## config.mk

```make
export PLATFORM = sky130hd
export DESIGN_NAME = arb_ctrl_flat
export DESIGN_NICKNAME = d
export VERILOG_FILES = /design/src/rtl/arb_ctrl_if.sv /design/src/rtl/arb_ctrl.sv /design/src/flat_wrapper.sv
export SDC_FILE = /design/constraint.sdc
export NUM_CORES = 1
export LEC_CHECK = 0
export CAP_MARGIN = 20
export CORE_AREA = 2 2 39 41
export DETAILED_ROUTE_END_ITERATION = 8
export DIE_AREA = 0 0 41 43
export GPL_ROUTABILITY_DRIVEN = 0
export GPL_TIMING_DRIVEN = 0
export REMOVE_ABC_BUFFERS = 1
export SYNTH_ARGS = -nofsm -noshare
export SYNTH_HDL_FRONTEND = slang
export SYNTH_SLANG_ARGS = --single-unit
```

## constraint.sdc

```tcl
create_clock -name i_clk -period 1.9 [get_ports i_clk]
set_clock_uncertainty 0.15 [all_clocks]
set_input_delay 0.19 -clock i_clk [delete_from_list [all_inputs] [get_ports i_clk]]
set_output_delay 0.19 -clock i_clk [all_outputs]
set_load 0.005 [all_outputs]
```

## src/rtl/arb_ctrl_if.sv

```systemverilog
// ---------------------------------------------------------------------------
// arb_ctrl_if -- request/grant bundle between two bus clients and arb_ctrl.
//
// Signals:
//   i_req0, i_req1 : client bus requests
//   i_ready        : current bus transfer completes this cycle
//   o_grant0/1     : one-hot selection of the next master
//   o_master       : current bus owner (0 = client 0, 1 = client 1)
//   o_state        : arbiter FSM state (IDLE=0, OWN=1, HANDOFF=2)
//   o_starve       : sticky starvation watchdog flag
//
// Modports:
//   master : client / driver side (drives requests and ready)
//   slave  : arbiter side (drives grants and status)
// ---------------------------------------------------------------------------
interface arb_ctrl_if;
  logic       i_req0;
  logic       i_req1;
  logic       i_ready;
  logic       o_grant0;
  logic       o_grant1;
  logic       o_master;
  logic [1:0] o_state;
  logic       o_starve;

  modport master (
    output i_req0, i_req1, i_ready,
    input  o_grant0, o_grant1, o_master, o_state, o_starve
  );

  modport slave (
    input  i_req0, i_req1, i_ready,
    output o_grant0, o_grant1, o_master, o_state, o_starve
  );
endinterface

```

## src/rtl/arb_ctrl.sv

```systemverilog
// ---------------------------------------------------------------------------
// arb_ctrl -- two-client bus arbiter with tenure limit and starvation watchdog.
//
// The arbiter keeps a "next master" select (gsel) that becomes the bus owner
// on the cycle after a completed transfer (i_ready). A master keeps the bus
// for at most TENURE consecutive ready-handovers while the other client is
// waiting. Once a switch has been decided (HANDOFF) it is committed until the
// next i_ready so the grants never glitch.
//
// Parameters:
//   TENURE     : max consecutive handovers kept while the other client waits (1..7)
//   WDOG_LIMIT : wait-cycle count that trips o_starve (2..15)
//
// Ports:
//   i_clk : clock, rising edge
//   i_rst : asynchronous active-high reset
//   bus   : arb_ctrl_if.slave (requests/ready in, grants/master/state/starve out)
//
// Optional feature macro: ARB_STARVE_WDOG_EN
//   defined   -> per-client 4-bit wait counters and sticky o_starve flag
//   undefined -> no wait counters, o_starve tied to 0
// ---------------------------------------------------------------------------
module arb_ctrl #(
  parameter int TENURE     = 4,
  parameter int WDOG_LIMIT = 8
) (
  input  logic       i_clk,
  input  logic       i_rst,
  arb_ctrl_if.slave  bus
);

  typedef enum logic [1:0] {
    ST_IDLE    = 2'd0,
    ST_OWN     = 2'd1,
    ST_HANDOFF = 2'd2
  } state_e;

  localparam logic [2:0] TENURE_C = 3'(TENURE);

  state_e     state_q, state_d;
  logic       gsel_q, gsel_d;
  logic       master_q, master_d;
  logic [2:0] tenure_q, tenure_d;
  logic       req_own_s;
  logic       req_oth_s;

  // Next-select, next-owner, tenure and next-state evaluation.
  always_comb begin
    req_own_s = master_q ? bus.i_req1 : bus.i_req0;
    req_oth_s = master_q ? bus.i_req0 : bus.i_req1;

    // Ownership only moves on a completed transfer.
    if (bus.i_ready) begin
      master_d = gsel_q;
    end else begin
      master_d = master_q;
    end

    if (gsel_q != master_q) begin
      // A pending switch is held until the transfer completes.
      gsel_d = gsel_q;
    end else if ((state_q == ST_IDLE) && bus.i_req0 && bus.i_req1) begin
      // Simultaneous requests from idle go round-robin.
      gsel_d = ~master_q;
    end else if (req_oth_s && (!req_own_s || (tenure_q == TENURE_C))) begin
      gsel_d = ~master_q;
    end else if (req_own_s) begin
      gsel_d = master_q;
    end else if (req_oth_s) begin
      gsel_d = ~master_q;
    end else begin
      gsel_d = gsel_q;
    end

    // Tenure only accumulates while the other client is actually waiting.
    if ((master_d != master_q) || !req_oth_s) begin
      tenure_d = 3'd0;
    end else if (bus.i_ready && (tenure_q < TENURE_C)) begin
      tenure_d = tenure_q + 3'd1;
    end else begin
      tenure_d = tenure_q;
    end

    // State is a function of the values being registered on this same edge.
    if (gsel_d != master_d) begin
      state_d = ST_HANDOFF;
    end else if (bus.i_req0 || bus.i_req1) begin
      state_d = ST_OWN;
    end else begin
      state_d = ST_IDLE;
    end
  end

  // Arbiter state registers.
  always_ff @(posedge i_clk or posedge i_rst) begin
    if (i_rst) begin
      state_q  <= ST_IDLE;
      gsel_q   <= 1'b0;
      master_q <= 1'b0;
      tenure_q <= 3'd0;
    end else begin
      state_q  <= state_d;
      gsel_q   <= gsel_d;
      master_q <= master_d;
      tenure_q <= tenure_d;
    end
  end

  assign bus.o_grant1 = gsel_q;
  assign bus.o_grant0 = ~gsel_q;
  assign bus.o_master = master_q;
  assign bus.o_state  = state_q;

`ifdef ARB_STARVE_WDOG_EN
  localparam logic [3:0] WDOG_C = 4'(WDOG_LIMIT);

  logic [3:0] wait0_q, wait0_d;
  logic [3:0] wait1_q, wait1_d;
  logic       starve_q, starve_d;

  // Saturating 4-bit increment.
  function automatic logic [3:0] sat_inc4(input logic [3:0] val);
    if (val == 4'hF) begin
      return 4'hF;
    end else begin
      return val + 4'd1;
    end
  endfunction

  // Wait counters run while a client requests but is not the owner.
  always_comb begin
    if (bus.i_req0 && (master_q != 1'b0)) begin
      wait0_d = sat_inc4(wait0_q);
    end else begin
      wait0_d = 4'd0;
    end
    if (bus.i_req1 && (master_q != 1'b1)) begin
      wait1_d = sat_inc4(wait1_q);
    end else begin
      wait1_d = 4'd0;
    end
    // Flag is sticky; it trips the cycle after a counter reaches the limit.
    starve_d = starve_q || (wait0_q >= WDOG_C) || (wait1_q >= WDOG_C);
  end

  // Watchdog registers.
  always_ff @(posedge i_clk or posedge i_rst) begin
    if (i_rst) begin
      wait0_q  <= 4'd0;
      wait1_q  <= 4'd0;
      starve_q <= 1'b0;
    end else begin
      wait0_q  <= wait0_d;
      wait1_q  <= wait1_d;
      starve_q <= starve_d;
    end
  end

  assign bus.o_starve = starve_q;
`else
  assign bus.o_starve = 1'b0;
`endif

endmodule
```

## src/flat_wrapper.sv

```systemverilog
// flat-port wrapper written by rule: the top's interface ports become plain ports
module arb_ctrl_flat 
#(
  parameter int TENURE     = 4,
  parameter int WDOG_LIMIT = 8
)
  (i_clk, i_rst, bus_i_req0, bus_i_req1, bus_i_ready, bus_o_grant0, bus_o_grant1, bus_o_master, bus_o_state, bus_o_starve);
  arb_ctrl_if bus_i ();
  input  logic i_clk;
  input  logic i_rst;
  input wire logic [$bits(bus_i.i_req0)-1:0] bus_i_req0;
  input wire logic [$bits(bus_i.i_req1)-1:0] bus_i_req1;
  input wire logic [$bits(bus_i.i_ready)-1:0] bus_i_ready;
  output wire logic [$bits(bus_i.o_grant0)-1:0] bus_o_grant0;
  output wire logic [$bits(bus_i.o_grant1)-1:0] bus_o_grant1;
  output wire logic [$bits(bus_i.o_master)-1:0] bus_o_master;
  output wire logic [$bits(bus_i.o_state)-1:0] bus_o_state;
  output wire logic [$bits(bus_i.o_starve)-1:0] bus_o_starve;
  assign bus_i.i_req0 = bus_i_req0;
  assign bus_i.i_req1 = bus_i_req1;
  assign bus_i.i_ready = bus_i_ready;
  assign bus_o_grant0 = bus_i.o_grant0;
  assign bus_o_grant1 = bus_i.o_grant1;
  assign bus_o_master = bus_i.o_master;
  assign bus_o_state = bus_i.o_state;
  assign bus_o_starve = bus_i.o_starve;
  arb_ctrl #(.TENURE(TENURE), .WDOG_LIMIT(WDOG_LIMIT)) u_core (.i_clk(i_clk), .i_rst(i_rst), .bus(bus_i));
endmodule
```

==> out/results.tsv, run 1 <==
stage	metric	value	unit
die	ios	11	
worst_setup_path	crit_path_start_kind	flop	
place	dp_hpwl	655.8	µm
yosys	synth_flop_cell	dfrtp_1	
die	dieWidth	41	µm
worst_setup_path	cp.arrival	1.41	ns
final_layout	area_growth_syn_to_layout	22.97	%
routing	first_iter_violations	6	
grt	gr-usage-all-layers	12.36	%
grt	grt_pass1_wl	1.393	mm
yosys	ys_ff_latch	7	
status	status	finished, final reports clean	
timing	setup_ws	0.1533	ns
die	rows	14	
yosys	netlist_area	462.9	µm²
run	max-cap-violations	0	
yosys	seq_area_frac_synth	37.84	%
yosys	synth.distinct_cells	24	
die	dieArea	1763	µm²
worst_setup_path	path_class	flop to primary output	
timing	fin_crit_sh	91.93	%
yosys	postSynthCellCount	53	
grt	grt_pass1_vias	331	
final_layout	antenna_cells	0	
timing	finalHoldViolations	0	
worst_setup_path	critPathMaxFanout	11	
die	start_util	33.45	%
clocking	cts_buffer_depth	2	
grt	antenna_found_initial	0	
hold_path	hold_class	input pin to async pin	
worst_setup_path	cpPeakStageDelay	0.58	ns
timing	finalSetupViolCount	0	
routing	drc	0	
timing	finalCriticalPeriod	1.747	ns
worst_setup_path	path_cells	clkdlybuf4s50_1	
final_layout	final_nets	71	
pwr	power_density	1286	nW/µm²
routing	ant_nets	0	
pwr	p_total	0.7321	mW
place	post-place-ws	0.3838	ns
grt	grt.overflow.total	0	
worst_setup_path	worstPathRequired	1.56	ns
final_layout	finish.utilization	41.14	%
clocking	cts_sinks	7	
timing	rsz0062_at_grt	false	
yosys	yosysWarnings	0	
worst_setup_path	critPathBufInv	1	
clocking	htree_num_levels	1	
routing	num_vias	372	
yosys	synth_edf_count	0	
timing	fmax	572.5	MHz
grt	grt_max_degree	12	
final_layout	drive_above_1_share	11.11	%
clocking	clkSlewWorstSetupHoldPaths	0.05	ns
clocking	cts_hold_buf	0	
die	core	1384	µm²
routing	postRouteWirelength	837	µm
worst_setup_path	crit_path_end_kind	primary output	
clocking	cts-root-buf	clkbuf_4	
die	die_y	43	µm
clocking	ctsResizeCount	0	
pwr	p_leak	0.2548	nW
routing	viasPerCell	4.709	
clocking	cts_tree	done	
worst_setup_path	cp_slowest_cell	clkdlybuf4s50_1	
routing	wl_per_cell	10.59	µm
clocking	clock_latency	0.25	ns
routing	first_pass_iters	4	
clocking	cts_inserted_buffers	3	
pwr	peakVddDrop	529.5	µV
timing	final_max_slew_viol_count	0	
worst_setup_path	crit_family	buffers and inverters	
timing	setup_tns	0	ns
yosys	avgSynthCellArea	8.735	µm²
clocking	post-cts-setup-buffers	0	
place	io_buffer_count	9	
yosys	synthArstFlopShare	100.0	%
## cells in the mapped netlist, types with 2 or more instances
master	count	area, µm²
nor2_1	6	22.52
nand2_1	10	37.54
inv_1	4	15.01
a211oi_1	2	15.01
a21oi_1	4	20.02
buf_6	2	22.52
ha_1	2	25.02
dfrtp_1	7	175.2
## metal layers
layer / track usage, % / wire, µm / vias to the layer above
met2: 16.56 / 403 / 6
met5: 0 / 0 / -
met1: 14.90 / 396 / 168
met4: 10.00 / 21 / 0
li1: - / - / 196
met3: 4.712 / 15 / 2
## cell families (layout without fill, tap and decap cells)
group | count (synthesis) | after routing | share of synthesized area (%)
XOR/XNOR | 2 | 2 | 3.784
buffers and inverters | 8 | 18 | 10.54
adder cells (fa/ha/maj) | 2 | 2 | 5.405
other | 1 | 1 | 0.8100
AND/OR/NAND/NOR | 19 | 19 | 18.65
flip-flops | 7 | 7 | 37.84
AO/OA/AOI/OAI | 14 | 14 | 22.97
## area by class of cell
cell class                      instances  area (µm²)
Clock buffer                            4       26.28
Tap cell                               16       20.02
Timing Repair Buffer                    9       90.09
Multi-Input combinational cell         38       239.0
Inverter                                5       18.77
Fill cell                             155       814.5
Sequential cell                         7       175.2
## power by group
part | leakage, nW | internal [mW] | switching [mW]
clock network | 0.0150 | 0.0803 | 0.0568
registers | 0.0871 | 0.196 | 0.0801
logic | 0.153 | 0.191 | 0.128
## registers in the layout, summed over array words and instances (netlist names)
| signal | cells |
|---|---|
| u_core.bus.o_state | 2 |
| u_core.tenure_q | 3 |
| u_core.bus.o_master | 1 |
| u_core.bus.o_grant1 | 1 |
## final timing paths
path / from / slack [ns] / end / depth (start not counted)
setup / recovery: u_core.bus.o_master / 0.15 / bus_o_master / 1
hold / removal: i_rst / 0.02 / u_core.bus.o_grant1 / 2
setup reg to reg: u_core.tenure_q[0] / 0.42 / u_core.bus.o_state[1] / 6
hold reg to reg: u_core.tenure_q[2] / 0.41 / u_core.tenure_q[2] / 2
max in group asynchronous: i_rst / 1.37 / u_core.tenure_q[2] / 2
min in group i_clk: u_core.tenure_q[2] / 0.41 / u_core.tenure_q[2] / 2
## layout by cell type, fill, tap and decap left out
cell type	count
xor2_1	1
clkbuf_1	1
a2bb2oi_2	1
ha_1	2
clkdlybuf4s50_1	9
nor2b_4	1
conb_1	1
a21o_1	1
nor2_1	6
a32oi_2	1
o21ai_0	1
dfrtp_1	7
xnor2_1	1
a21oi_1	4
inv_1	4
nand2_1	10
and2b_1	1
a211oi_1	2
nor3_1	1
inv_2	1
o2bb2ai_1	1
o21ai_1	1
a31oi_1	1
clkbuf_4	3
o21a_1	1
## metrics by stage
| stage | instance area [µm²] | hold WS, ns | instances |
|---|---|---|---|
| final | 569.3 | 0.02048 | 79 |
| after global routing | 569.3 | 0.03045 | 79 |
| after CTS | 569.3 | 0.02678 | 79 |
| after detailed placement | 543.0 | 0.2855 | 75 |
| after global placement | 543.0 | 0.2812 | 75 |
| after floorplan | 432.9 | -0.1566 | 50 |
No activity file was read; power rests on OpenSTA's default activity.
==> inputs of run 2 (changes only) <==
HOLD_SLACK_MARGIN = 0.05   (was not set)
==> run 2 against run 1 <==
Compared with the run above: worst setup slack worse by 0.0022 ns; cell count increased by 1.3%; critical path depth is the same; global-route usage decreased by 0.51 points; first-iteration DRC count is 33% lower; via count increased by 0.81%; core utilization up 0.72 points; worst hold slack improved by 0.39 ns; flip-flop and latch count unchanged; register-to-register slack barely moved; clock power barely moved; non-clock buffer count grew 1; critical endpoint unchanged; largest cell class unchanged.
==> out/results.tsv, run 2 (synthesis results as in run 1) <==
stage	metric	value	unit
status	status	finished, final reports clean	
place	post-place-ws	0.3838	ns
clocking	post-cts-setup-buffers	0	
worst_setup_path	worstPathRequired	1.56	ns
worst_setup_path	crit_path_start_kind	flop	
pwr	power_density	1268	nW/µm²
die	rows	14	
routing	first_iter_violations	4	
worst_setup_path	worstRegToRegCells	6	
worst_setup_path	cp_slowest_cell	clkdlybuf4s50_1	
final_layout	regMostFlops	u_core.tenure_q	
hold_path	worstHoldPathCells	2	
grt	antenna_found_initial	0	
clocking	cts_sinks	7	
die	core	1384	µm²
place	io_buffer_count	9	
timing	finalHoldViolations	0	
hold_path	min-delay-start	u_core.tenure_q[2]	
timing	hold_ws	0.4094	ns
run	max-cap-violations	0	
place	dp_hpwl	655.8	µm
timing	finalCriticalPeriod	1.749	ns
worst_setup_path	worstReg2RegEnd	u_core.bus.o_state[1]	
worst_setup_path	crit_path_end_kind	primary output	
die	die_y	43	µm
clocking	cts_inserted_buffers	3	
worst_setup_path	path_cells	clkdlybuf4s50_1	
grt	gr-usage-all-layers	11.85	%
routing	ant_nets	0	
worst_setup_path	crit_family	buffers and inverters	
die	dieWidth	41	µm
clocking	clock_latency	0.26	ns
final_layout	antenna_cells	0	
timing	final_max_slew_viol_count	0	
clocking	cts_buffer_depth	2	
pwr	p_leak	0.2590	nW
timing	setup_ws	0.1511	ns
clocking	cts-root-buf	clkbuf_4	
worst_setup_path	path_class	flop to primary output	
timing	fin_crit_sh	92.05	%
worst_setup_path	critPathMaxFanout	11	
routing	postRouteWirelength	844	µm
timing	finalSetupViolCount	0	
final_layout	largest_register_ff_count	3	
timing	rsz0062_at_grt	false	
hold_path	hold_class	flop to flop	
worst_setup_path	reg2reg_slack	0.41	ns
die	dieArea	1763	µm²
hold_path	min_to	u_core.tenure_q[2]	
die	ios	11	
routing	viasPerCell	4.688	
routing	drc	0	
routing	first_pass_iters	2	
clocking	clkSlewWorstSetupHoldPaths	0.05	ns
die	start_util	33.45	%
timing	setup_tns	0	ns
final_layout	final_common_cell	nand2_1	
grt	grt_max_degree	12	
worst_setup_path	reg2reg_from	u_core.tenure_q[0]	
clocking	htree_num_levels	1	
final_layout	drive_above_1_share	10.94	%
final_layout	final_nets	72	
grt	grt_pass1_wl	1.380	mm
worst_setup_path	cpPeakStageDelay	0.58	ns
final_layout	finalNonFillerCells	80	
place	dpl.cell_count	75	
worst_setup_path	critPathBufInv	1	
final_layout	area_growth_syn_to_layout	25.14	%
pwr	p_total	0.7348	mW
timing	fmax	571.8	MHz
routing	num_vias	375	
worst_setup_path	cp.arrival	1.41	ns
routing	wl_per_cell	10.55	µm
clocking	cts_tree	done	
grt	grt.overflow.total	0	
final_layout	layout_common_cells	nand2_1 (10), clkdlybuf4s50_1 (9), dfrtp_1 (7)	
pwr	peakVddDrop	529.9	µV
grt	grt_pass1_vias	336	
run 2: metrics by stage:
stage / area [µm²] / utilization (%)
3_5_place_dp: 543.0 / 39.24
4_1_cts: 579.3 / 41.86
5_1_grt: 579.3 / 41.86
2_1_floorplan: 432.9 / -
6_report: 579.3 / 41.86
3_3_place_gp: 543.0 / 39.24
run 2: cell type report:
type                       count  area (µm²)
tap                           16       20.02
inverter                       5       18.77
fill                         152       804.5
timing repair buffer          10       100.1
sequential                     7       175.2
multi-input combinational     38       239.0
clock buffer                   4       26.28
run 2: power by group:
group / internal [mW] / switching [mW]
combinational: 0.192 / 0.128
clock: 0.0803 / 0.0577
sequential: 0.196 / 0.0802
run 2: worst max-delay path by stage:
| stage | startpoint | endpoint | slack [ns] | depth (start not counted) |
|---|---|---|---|---|
| after detailed placement | u_core.tenure_q[0] | u_core.bus.o_state[1] | 0.38 | 6 |
| final | u_core.bus.o_master | bus_o_master | 0.15 | 1 |
| after global placement | bus_i_ready | u_core.tenure_q[2] | 0.37 | 4 |
| after CTS | u_core.bus.o_master | bus_o_master | 0.14 | 1 |
| after global routing | u_core.bus.o_master | bus_o_master | 0.07 | 1 |
| after floorplan | u_core.tenure_q[0] | u_core.bus.o_state[1] | 0.54 | 6 |
run 2: per-layer routing:
layer  wire length [µm]  global-route usage (%)  part of all wire [%]  vias to the layer above
met3                  8                   3.141                  0.95                        2
li1                   -                       -                     -                      198
met4                 23                   8.000                   2.7                        0
met5                  0                       0                     0                        -
met2                404                   16.56                    48                        4
met1                408                   15.23                    48                      171
run 2: timing repair:
item,in CTS,in global routing
hold buffers,1,0
hold endpoints to repair,7,0
gates resized for setup,0,0
==> inputs of run 3 (changes only) <==
RECOVER_POWER = 50   (was not set)
TNS_END_PERCENT = 5   (was not set)
==> run 3 against run 2 <==
Compared with the run above: power is 0.92% lower; clock power hardly changed; die area stayed put; flip-flop and latch count stayed put; worst hold slack hardly changed; critical path depth stayed put; non-clock buffer count stayed put; via count is 1.3% higher; core utilization is 0.54 points lower; sequential share of layout area is 0.40 points higher.
==> out/results.tsv, run 3 (synthesis results as in run 1) <==
stage	metric	value	unit
worst_setup_path	cp_slowest_cell	clkdlybuf4s50_1	
routing	postRouteWirelength	836	µm
grt	gr-usage-all-layers	11.85	%
pwr	p_leak	0.2580	nW
worst_setup_path	reg2reg_slack	0.42	ns
pwr	power_density	1273	nW/µm²
worst_setup_path	critPathMaxFanout	11	
worst_setup_path	crit_path_start_kind	flop	
final_layout	final_nets	72	
die	start_util	33.45	%
routing	viasPerCell	4.750	
final_layout	drive_above_1_share	9.375	%
clocking	cts_inserted_buffers	3	
place	post-place-ws	0.3838	ns
die	core	1384	µm²
final_layout	final_common_cell	nand2_1	
place	dpl-instance-area	543.0	µm²
final_layout	finish.utilization	41.32	%
die	die_y	43	µm
worst_setup_path	crit_family	buffers and inverters	
worst_setup_path	cpPeakStageDelay	0.58	ns
timing	final_max_slew_viol_count	0	
final_layout	area_growth_syn_to_layout	23.51	%
clocking	cts_sinks	7	
clocking	cts_tree	done	
grt	grt.overflow.total	0	
die	dieWidth	41	µm
clocking	htree_num_levels	1	
final_layout	layout_common_cells	nand2_1 (10), clkdlybuf4s50_1 (8), dfrtp_1 (7)	
status	status	finished, final reports clean	
final_layout	antenna_cells	0	
die	dieArea	1763	µm²
final_layout	multiInputGateArea	231.5	µm²
place	io_buffer_count	9	
worst_setup_path	path_class	flop to primary output	
timing	setup_ws	0.1544	ns
final_layout	seqCellArea	175.2	µm²
routing	first_pass_iters	2	
run	max-cap-violations	0	
timing	fin_crit_sh	91.87	%
clocking	cts_buffer_depth	2	
clocking	clock_latency	0.26	ns
routing	drc	0	
final_layout	regMostFlops	u_core.tenure_q	
final_layout	fin_area	571.8	µm²
clocking	cts-root-buf	clkbuf_4	
worst_setup_path	reg2reg_from	u_core.tenure_q[0]	
routing	wl_per_cell	10.45	µm
timing	finalSetupViolCount	0	
timing	setup_tns	0	ns
grt	grt_max_degree	12	
die	ios	11	
timing	finalCriticalPeriod	1.746	ns
hold_path	min-delay-start	u_core.tenure_q[2]	
final_layout	largest_register_ff_count	3	
timing	hold_ws	0.4094	ns
worst_setup_path	crit_path_end_kind	primary output	
worst_setup_path	critPathBufInv	1	
hold_path	hold_class	flop to flop	
timing	fmax	572.9	MHz
routing	ant_nets	0	
clocking	post-cts-setup-buffers	0	
grt	grt_pass1_wl	1.380	mm
place	dp_hpwl	655.8	µm
worst_setup_path	worstPathRequired	1.56	ns
grt	grt_pass1_vias	336	
die	rows	14	
routing	num_vias	380	
worst_setup_path	crit_start	u_core.bus.o_master	
routing	first_iter_violations	4	
worst_setup_path	path_cells	clkdlybuf4s50_1	
grt	antenna_found_initial	0	
timing	finalHoldViolations	0	
final_layout	fillCellCount	153	
worst_setup_path	cp.arrival	1.41	ns
timing	rsz0062_at_grt	false	
clocking	clkSlewWorstSetupHoldPaths	0.05	ns
pwr	peakVddDrop	529.5	µV
==> run 3: per-stage QoR <==
step	power [mW]	cells
after floorplan	0.4552	50
after detailed placement	0.6042	75
after global placement	0.5962	75
after CTS	0.7459	80
final	0.7280	80
after global routing	0.7886	80
==> run 3: worst paths after layout <==
kind | cells after the start | to
setup / recovery | 1 | bus_o_master
hold / removal | 2 | u_core.tenure_q[2]
setup reg to reg | 6 | u_core.bus.o_state[1]
hold reg to reg | 2 | u_core.tenure_q[2]
max in group asynchronous | 3 | u_core.tenure_q[2]
min in group asynchronous | 3 | u_core.bus.o_grant1
==> run 3: timing repair <==
action                    4_1_cts  5_1_grt
gates resized for setup         0        0
hold endpoints to repair        7        0
hold buffers                    1        0
==> run 3: report_power, final <==
part,internal (mW),switching [mW]
Clock,0.0804,0.0581
Combinational,0.188,0.125
Sequential,0.196,0.0801
Total,0.465,0.263
==> run 3: layout make-up <==
| type | count | area share (%) |
|---|---|---|
| flip-flops and latches | 7 | 30.63 |
| clock buffers | 4 | 4.595 |
| multi-input cells | 38 | 40.48 |
| well taps | 16 | 3.501 |
| inverters | 5 | 3.282 |
| repair buffers | 10 | 17.51 |
==> run 3: per-layer routing <==
layer	track usage, %	share of wire [%]	vias to the layer above	wire [µm]
met2	16.56	48	4	401
met1	15.23	48	176	402
li1	-	-	198	-
met5	0	0	-	0
met4	8.000	2.8	0	23
met3	3.141	0.96	2	8
==> RTL edit, RTL diff (flow settings as in run 2) <==
Add a define of `ARB_STARVE_WDOG_EN`.
--- a/src/rtl/arb_ctrl.sv
+++ b/src/rtl/arb_ctrl.sv
@@ -20,6 +20,8 @@
 //   defined   -> per-client 4-bit wait counters and sticky o_starve flag
 //   undefined -> no wait counters, o_starve tied to 0
 // ---------------------------------------------------------------------------
+`define ARB_STARVE_WDOG_EN
+
 module arb_ctrl #(
   parameter int TENURE     = 4,
   parameter int WDOG_LIMIT = 8
Behaviour: not the same (a bounded check fails within 10 cycles, from zero or initial values and one cycle with i_rst high).
==> RTL edit against run 2 <==
Core utilization up 29 points; wire length increased by 67%; area after synthesis up 78%; sequential share of layout area increased by 11 points; worst setup slack lost 0.029 ns; sequential cell count grew 9; cell area is 68% higher; total power up 40%; cell count is 49% higher; sequential power rose by 73%; global-route usage is 7.3 points higher; largest cell class is now sequential cells; largest power group is now registers.
==> RTL edit: results (changes against run 2) <==
stage,metric,value,unit,change
sta,WHS,0.116,ns,-0.293 ns
critical_path,Worst Path Arrival,1.81,ns,+0.40 ns
layout,NumNets Final,115,,+60%
critical_path,max incr delay on CP,0.39,ns,-0.19 ns
routing,Avg WL per Cell,11.9,um,+13%
placement,Port Buffers,10,,+1
layout,share of cells above drive strength 1,6.80,%,-4.1 points
synthesis,XOR/XNOR Fraction of Synth Area,1.06,%,-2.7 points
critical_path,crit path to,u_core.bus.o_state[1],,
synthesis,cell types with the highest counts after synthesis,"dfrtp_1 (16), inv_1 (12), nor2_1 (11)",,
routing,drt first-iter violations,17,,+13
clock_network,Clock transition at path regs,0.09,ns,+0.04 ns
outcome,status,"complete, no violations",,
synthesis,Synth Area in Compound Gates,15.3,%,-7.6 points
min_path,Hold Crit Class,primary input to async pin,,
synthesis,main combinational cell family by area after synthesis,simple AND/OR/NAND/NOR gates,,
synthesis,most instantiated library cell after synthesis,dfrtp_1,,
placement,placed instance area,940,um^2,+73%
layout,fillers,109,,-28%
grt,first-pass GRT wire length,2300,um,+66%
grt,largest net degree at the start of global routing,17,,+5
power,P_sw,0.323,mW,+22%
synthesis,ranking of synthesized cells by area,"dfrtp_1 (49%), ha_1 (9.1%), a21oi_1 (5.5%), inv_1 (5.5%), nor2_1 (5.0%)",,
synthesis,count of different cell masters after synthesis,23,,-4.2%
power,static leakage,0.446,nW,+72%
power,Peak VDD IR,0.615,mV,+16%
RTL edit: critical path, delay by kind of cell, from the launching register on:
family | cells | cell delay, ns
AND/OR/NAND/NOR | 2 | 0.29
buffers and inverters | 1 | 0.06
AO/OA/AOI/OAI | 2 | 0.61
flip-flops | 1 | 0.39
adder cells (fa/ha/maj) | 1 | 0.20
RTL edit: through the flow:
| step | utilization (%) | setup WS [ns] |
|---|---|---|
| 2_1_floorplan | - | 0.274 |
| 3_3_place_gp | 67.9 | 0.0477 |
| 3_5_place_dp | 67.9 | 0.0362 |
| 4_1_cts | 70.5 | 0.107 |
| 5_1_grt | 70.5 | 0.0116 |
| 6_report | 70.5 | 0.122 |
RTL edit: power by group through the flow:
stage / logic (mW) / registers [mW] / clock network, mW
floorplan: 0.190 / 0.476 / 0
global placement: 0.330 / 0.483 / 0
detailed placement: 0.337 / 0.484 / 0
CTS: 0.340 / 0.478 / 0.226
global route: 0.377 / 0.493 / 0.243
finish: 0.335 / 0.478 / 0.218
RTL edit: area by class of cell:
type / instances / area (um^2) / area share (%)
flip-flops and latches: 16 / 400 / 41.0
well taps: 16 / 20.0 / 2.05
clock buffers: 4 / 36.3 / 3.72
inverters: 12 / 45.0 / 4.62
multi-input cells: 61 / 374 / 38.3
repair buffers: 10 / 100 / 10.3
RTL edit: cell families after synthesis:
family,after synthesis
AOI/OAI and AO/OA,20
DFF,16
xor gates and xnor gates,1
buffers and inverters,13
adders and majority gates,6
and+or+nand+nor,34
RTL edit: metal layers:
metal	GRT usage [%]	share of wire, %
met1	24.5	46
met2	29.7	49
met3	4.71	3.3
met4	8.00	1.5
met5	0	0
